==> src/rtl/pipe_stage_elastic.sv <==
// Elastic pipeline register between MIPS core stages: PC, payload and control
// with valid/ready handshake, optional 2-entry skid, flush and stall counter.
module pipe_stage_elastic #(
  parameter int unsigned DW       = 128,
  parameter int unsigned CW       = 4,
  parameter logic [31:0] PC_RESET = 32'h0000_3000,
  parameter int unsigned SKID     = 1,
  parameter int unsigned CNT_W    = 16
) (
  input  logic             clk,
  input  logic             reset,
  input  logic             flush,
  input  logic             in_valid,
  output logic             in_ready,
  input  logic [31:0]      in_pc,
  input  logic [DW-1:0]    in_payload,
  input  logic [CW-1:0]    in_ctrl,
  output logic             out_valid,
  input  logic             out_ready,
  output logic [31:0]      out_pc,
  output logic [DW-1:0]    out_payload,
  output logic [CW-1:0]    out_ctrl,
  output logic [1:0]       occupancy,
  output logic [CNT_W-1:0] stall_cnt
);

  localparam logic [1:0] EMPTY = 2'd0;
  localparam logic [1:0] ONE   = 2'd1;
  localparam logic [1:0] TWO   = 2'd2;

  logic [1:0]    state;
  logic [31:0]   h_pc;
  logic [DW-1:0] h_payload;
  logic [CW-1:0] h_ctrl;
  logic          in_fire;
  logic          out_fire;

  assign out_valid   = (state != EMPTY);
  assign in_fire     = in_valid & in_ready;
  assign out_fire    = out_valid & out_ready;
  assign out_pc      = h_pc;
  assign out_payload = h_payload;
  // Head ctrl may be stale after flush/drain; masking keeps bubbles harmless.
  assign out_ctrl    = out_valid ? h_ctrl : '0;
  assign occupancy   = state;

  if (SKID != 0) begin : g_skid
    logic [31:0]   s_pc;
    logic [DW-1:0] s_payload;
    logic [CW-1:0] s_ctrl;
    logic          rdy;

    assign in_ready = rdy;

    always_ff @(posedge clk) begin
      if (reset) begin
        state     <= EMPTY;
        rdy       <= 1'b1;
        h_pc      <= PC_RESET;
        h_payload <= '0;
        h_ctrl    <= '0;
      end else if (flush) begin
        state <= EMPTY;
        rdy   <= 1'b1;
      end else begin
        case (state)
          EMPTY: begin
            if (in_fire) begin
              h_pc      <= in_pc;
              h_payload <= in_payload;
              h_ctrl    <= in_ctrl;
              state     <= ONE;
            end
          end
          ONE: begin
            if (in_fire && out_fire) begin
              h_pc      <= in_pc;
              h_payload <= in_payload;
              h_ctrl    <= in_ctrl;
            end else if (in_fire) begin
              state <= TWO;
              rdy   <= 1'b0;
            end else if (out_fire) begin
              state <= EMPTY;
            end
          end
          TWO: begin
            if (out_fire) begin
              h_pc      <= s_pc;
              h_payload <= s_payload;
              h_ctrl    <= s_ctrl;
              state     <= ONE;
              rdy       <= 1'b1;
            end
          end
          default: begin
            state <= EMPTY;
            rdy   <= 1'b1;
          end
        endcase
      end
    end

    always_ff @(posedge clk) begin
      if (!reset && !flush && state == ONE && in_fire && !out_fire) begin
        s_pc      <= in_pc;
        s_payload <= in_payload;
        s_ctrl    <= in_ctrl;
      end
    end
  end else begin : g_noskid
    assign in_ready = !out_valid | out_ready;

    always_ff @(posedge clk) begin
      if (reset) begin
        state     <= EMPTY;
        h_pc      <= PC_RESET;
        h_payload <= '0;
        h_ctrl    <= '0;
      end else if (flush) begin
        state <= EMPTY;
      end else if (in_fire) begin
        h_pc      <= in_pc;
        h_payload <= in_payload;
        h_ctrl    <= in_ctrl;
        state     <= ONE;
      end else if (out_fire) begin
        state <= EMPTY;
      end
    end
  end

  always_ff @(posedge clk) begin
    if (reset) begin
      stall_cnt <= '0;
    end else if (out_valid && !out_ready && stall_cnt != '1) begin
      stall_cnt <= stall_cnt + 1'b1;
    end
  end

endmodule
==> config.mk <==
export PLATFORM = sky130hd
export DESIGN_NAME = pipe_stage_elastic
export DESIGN_NICKNAME = d
export VERILOG_FILES = /design/src/rtl/pipe_stage_elastic.sv
export SDC_FILE = /design/constraint.sdc
export NUM_CORES = 1
export LEC_CHECK = 0
export CAP_MARGIN = 20
export CORE_MARGIN = 2
export CORE_UTILIZATION = 54
export CTS_CLUSTER_DIAMETER = 50
export DETAILED_ROUTE_END_ITERATION = 6
export GPL_TIMING_DRIVEN = 0
export MAX_ROUTING_LAYER = met4
export PLACE_DENSITY = 0.86
export SKIP_LAST_GASP = 1
export SYNTH_ARGS = -nofsm -noshare
export SYNTH_HDL_FRONTEND = slang
export SYNTH_SLANG_ARGS = --single-unit
==> constraint.sdc <==
create_clock -name clk -period 31.8 [get_ports clk]
set_input_delay 4.77 -clock clk [delete_from_list [all_inputs] [get_ports clk]]
set_output_delay 4.77 -clock clk [all_outputs]
set_load 0.01 [all_outputs]
# Word-level counts from Yosys, hierarchy flattened
# Index checks and enable logic that the tools add are counted.
# Widths: inputs -> output; s select.
[word_totals]
reg_bits = 347
inputBits = 169
output_inout_bits = 184
word_cells = 64
[classes]
add_sub_neg = 1
eq_ne = 9
mux = 23
bitwise = 4
n_reduce_logical = 18
[op_table]
columns = ["operator", "count"]
rows = [
  ["$mux 128", 3],
  ["$pmux 128 s3", 1],
  ["$mux 32", 3],
  ["$pmux 32 s3", 1],
  ["$add 16x1->16 const B", 1],
  ["$mux 4", 4],
  ["$ne 16x16->1 const B", 1],
  ["$pmux 4 s3", 1],
  ["$mux 2", 5],
  ["$ne 2x2->1 const B", 5],
  ["$reduce_and 4->1", 2],
  ["$logic_and 1x1->1", 7],
  ["$pmux 2 s3", 1],
  ["$reduce_and 5->1", 1],
  ["$logic_not 1->1", 4],
  ["$mux 1", 3],
  ["$ne 3x3->1 const B", 1],
  ["$pmux 1 s3", 1],
  ["$reduce_bool 3->1", 1],
  ["$and 1x1->1", 2],
  ["$eq 2x1->1 const B", 1],
  ["$eq 2x2->1 const B", 1],
  ["$logic_not 2->1", 1],
  ["$not 1->1", 2],
  ["other kinds (2)", 2],
]

# Logic depth before layout (Yosys ltp)
[logic_depth]
depth_word = 6
depth_mapped = 7

# Least setup slack after synthesis
# No wires, ideal clock.
[synth_path]
path_type = "input-to-reg"
from = "input reset"
to = "register g_skid.s_ctrl[0] (enable)"
setup_ns = 1.108
arrival_ns = 20.792
required_ns = 30.692
path_slack_ns = 9.900
path_stages = 4
path_cell_list = "buf_2 > clkbuf_1 > clkbuf_1 > nor4_1"
[synth_between]
elab_chain_cells = 5
[synth_lines]
columns = ["item", "line", "text"]
rows = [
  ["start, declared", "11", "input logic reset,"],
  ["$logic_not 1->1", "105", "if (!reset && !flush && state == ONE && in_fire && !out_fire) begin"],
  ["$logic_and 1x1->1 (4 in series)", "105", ""],
  ["end signal, assigned", "108", "s_ctrl <= in_ctrl;"],
  ["end, declared", "50", "logic [CW-1:0] s_ctrl;"],
]
# Every way passes these cells.
# A chain may end at the register's enable or synchronous reset.

# Worst setup path in the final report
[layout_path]
from = "input reset"
to = "register g_skid.s_payload[33] (enable)"
[layout_between]
elab_chain_cells = 5
[layout_lines]
columns = ["item", "line", "text"]
rows = [
  ["$logic_not 1->1", "105", ""],
  ["$logic_and 1x1->1 (4 in series)", "105", ""],
  ["end signal, assigned", "107", "s_payload <= in_payload;"],
  ["end, declared", "49", "logic [DW-1:0] s_payload;"],
]
# Every way passes these cells.

==> impl_metrics.ini <==
[run_status]
status = finished, final reports clean

[timing]
timing.hold.ws_ns = 0.5169
fin_skew_ns = 0.008113
tns_ns = 0
tightest_slew_ns = 0.7941
grt_setup_unrepaired = no
fin_crit_ns = 7.370
max_slew_margin_pct = 47.06
fmax_mhz = 135.7
setup_viol = 0
setup_slack_ns = 24.43
post-route-period-util_pct = 23.17
drv_slew = 0
finalHoldViolations = 0

[cts]
ctsHoldBuffers = 0
htree_levels = 2
worst_skew_pair.late_latency_ns = 0.51
clockBufferDepth = 3
cts_repair_resize_count = 0
cts.sinks = 347
cts_tree = done
cts.clk_slew.worst_paths_ns = 0.05
cts_root_buffer = clkbuf_16
cts_setup_buffers = 0
cts_buffers = 39

[grt]
antenna_found_initial = 1
grt_use_total_pct = 29.22
grt_pass1_vias = 12056
grt_pass1_wl_mm = 64.16
gr-total-overflow = 0
grt_max_degree = 15

[floorplanning]
die_w_um = 169.1
core_area_um2 = 26880
rows = 60
die_height_um = 169.1
ios = 353
start_util_pct = 54.75
dieArea_um2 = 28580

[synthesis]
synthDistinctLibCells = 46
syn_area_um2 = 14710
yosys.cell_count.top_type = nand2_1
seq_area_frac_synth_pct = 58.37
synth.area.top_cells = edfxtp_1 (33%), dfxtp_1 (25%), mux2_1 (12%)
synth-seq-cells = 347
syn_nets = 1544
yosys_warnings = 0
syn-instance-count = 1374
async_reset_ff_share_pct = 0
synth_flop_cell = dfxtp_1
synth_edf_count = 164
synth_top_area_cell = edfxtp_1
synth_commonest_cells = nand2_1 (333), dfxtp_1 (183), nor2b_1 (176)
syn_avg_cell_area_um2 = 10.71
yosys.area.top_type_share_pct = 33.47

[layout]
layout.nets = 1958
fillers = 1814
post-route-util_pct = 74.73
multi_input_area_um2 = 5680
syn2layout_area_growth_pct = 36.49
seqCellArea_um2 = 8588
post_route_cells_drive_above_1_share_pct = 8.370

[worst_setup_path]
crit_path_start_kind = input port
critPathMaxFanout = 10
crit_path_end_kind = flip-flop
cp.arrival_ns = 7.58
required_ns = 32.01
criticalPathCategory = in -> reg

[min_path]
hp-class = reg -> reg

[power]
irDropWorstVdd_v = 0.00004595
leakagePower_uw = 0.007849
power_density_nw_per_um2 = 51.73

[routing]
vias_per_cell = 5.458
ant_nets = 0
routed_wirelength_mm = 41.61
vias = 11783
first_pass_iters = 5
drc = 0
drt-initial-drc-count = 760
wl_per_cell_um = 19.27

[placed_design]
port_buffers = 350
place.gp.congestion = 0.8803
pre_cts_slack_ns = 23.85
dp_hpwl_mm = 29.42

[flow_run]
max-cap-violations = 0
per-layer routing:
metal	up-vias	GRT usage [%]	wire length (um)
met2	500	48.98	20200
met1	5653	33.66	16100
li1	5524	-	-
met4	0	10.96	1564
met5	-	-	0
met3	106	8.020	3745
state kept, by name, summed over array words and instances, names as in the netlist:
| register | count |
|---|---|
| g_skid.s_ctrl | 4 |
| g_skid.s_payload | 128 |
| g_skid.s_pc | 32 |
| h_ctrl | 4 |
| in_ready | 1 |
| occupancy | 2 |
| out_payload | 128 |
| out_pc | 32 |
| stall_cnt | 16 |
final timing paths:
kind | slack, ns | end | start | depth (start not counted)
worst min-delay path | 0.52 | stall_cnt[12] | stall_cnt[12] | 2
worst max-delay path | 24.43 | g_skid.s_payload[33] | reset | 10
worst min register to register | 0.52 | stall_cnt[12] | stall_cnt[12] | 2
worst max register to register | 28.90 | g_skid.s_payload[33] | occupancy[0] | 9
metrics by stage:
stage          instances  area (um2)  power (uW)
2_1_floorplan       1374       14710       546.1
3_3_place_gp        2065       18640       608.3
3_5_place_dp        2088       18830       610.8
4_1_cts             2157       20080        1044
5_1_grt             2158       20080        1070
6_report            2159       20080        1039
layout by cell type, fill, tap and decap left out, drive strengths merged, types with 5 or more instances in the layout:
cell           instances
mux2                 170
a21oi                175
nand2b                 5
edfxtp               164
nand4                  5
clkdlybuf4s50        350
clkbuf                97
nand2                333
clkinv                 5
a211oi                 5
nor2b                176
nor2                  15
nand3                  6
dfxtp                183
buf                   82
area by class of cell:
cell class,count,area share [%]
well taps,341,2.124
inverters,2,0.03738
multi-input cells,928,28.28
clock inverters,10,0.4673
plain buffers,97,2.212
diodes,2,0.02492
clock buffers,59,5.744
flip-flops and latches,347,42.76
repair buffers,373,18.34
power by group:
part           total, uW  switching [uW]  internal [uW]
sequential           489            7.25            482
combinational        114            50.4           63.1
clock                436             177            259
critical path, cell delays in order:
cell and delay, ns:
buf_2 0.19, clkbuf_1 0.29, clkbuf_1 0.35, nor4_2 0.68, buf_4 0.30, buf_4 0.20, buf_4 0.21, buf_4 0.20
buf_4 0.18, buf_4 0.19
cell families after synthesis:
kind of cell	Yosys count	share of synthesized area, %
and+or+nand+nor	562	18.32
DFF	347	58.37
AOI/OAI and AO/OA	192	6.947
muxes	173	13.21
buffers and inverters	99	3.070
adders and majority gates	1	0.08502
Power figures use the tool's default switching activity.
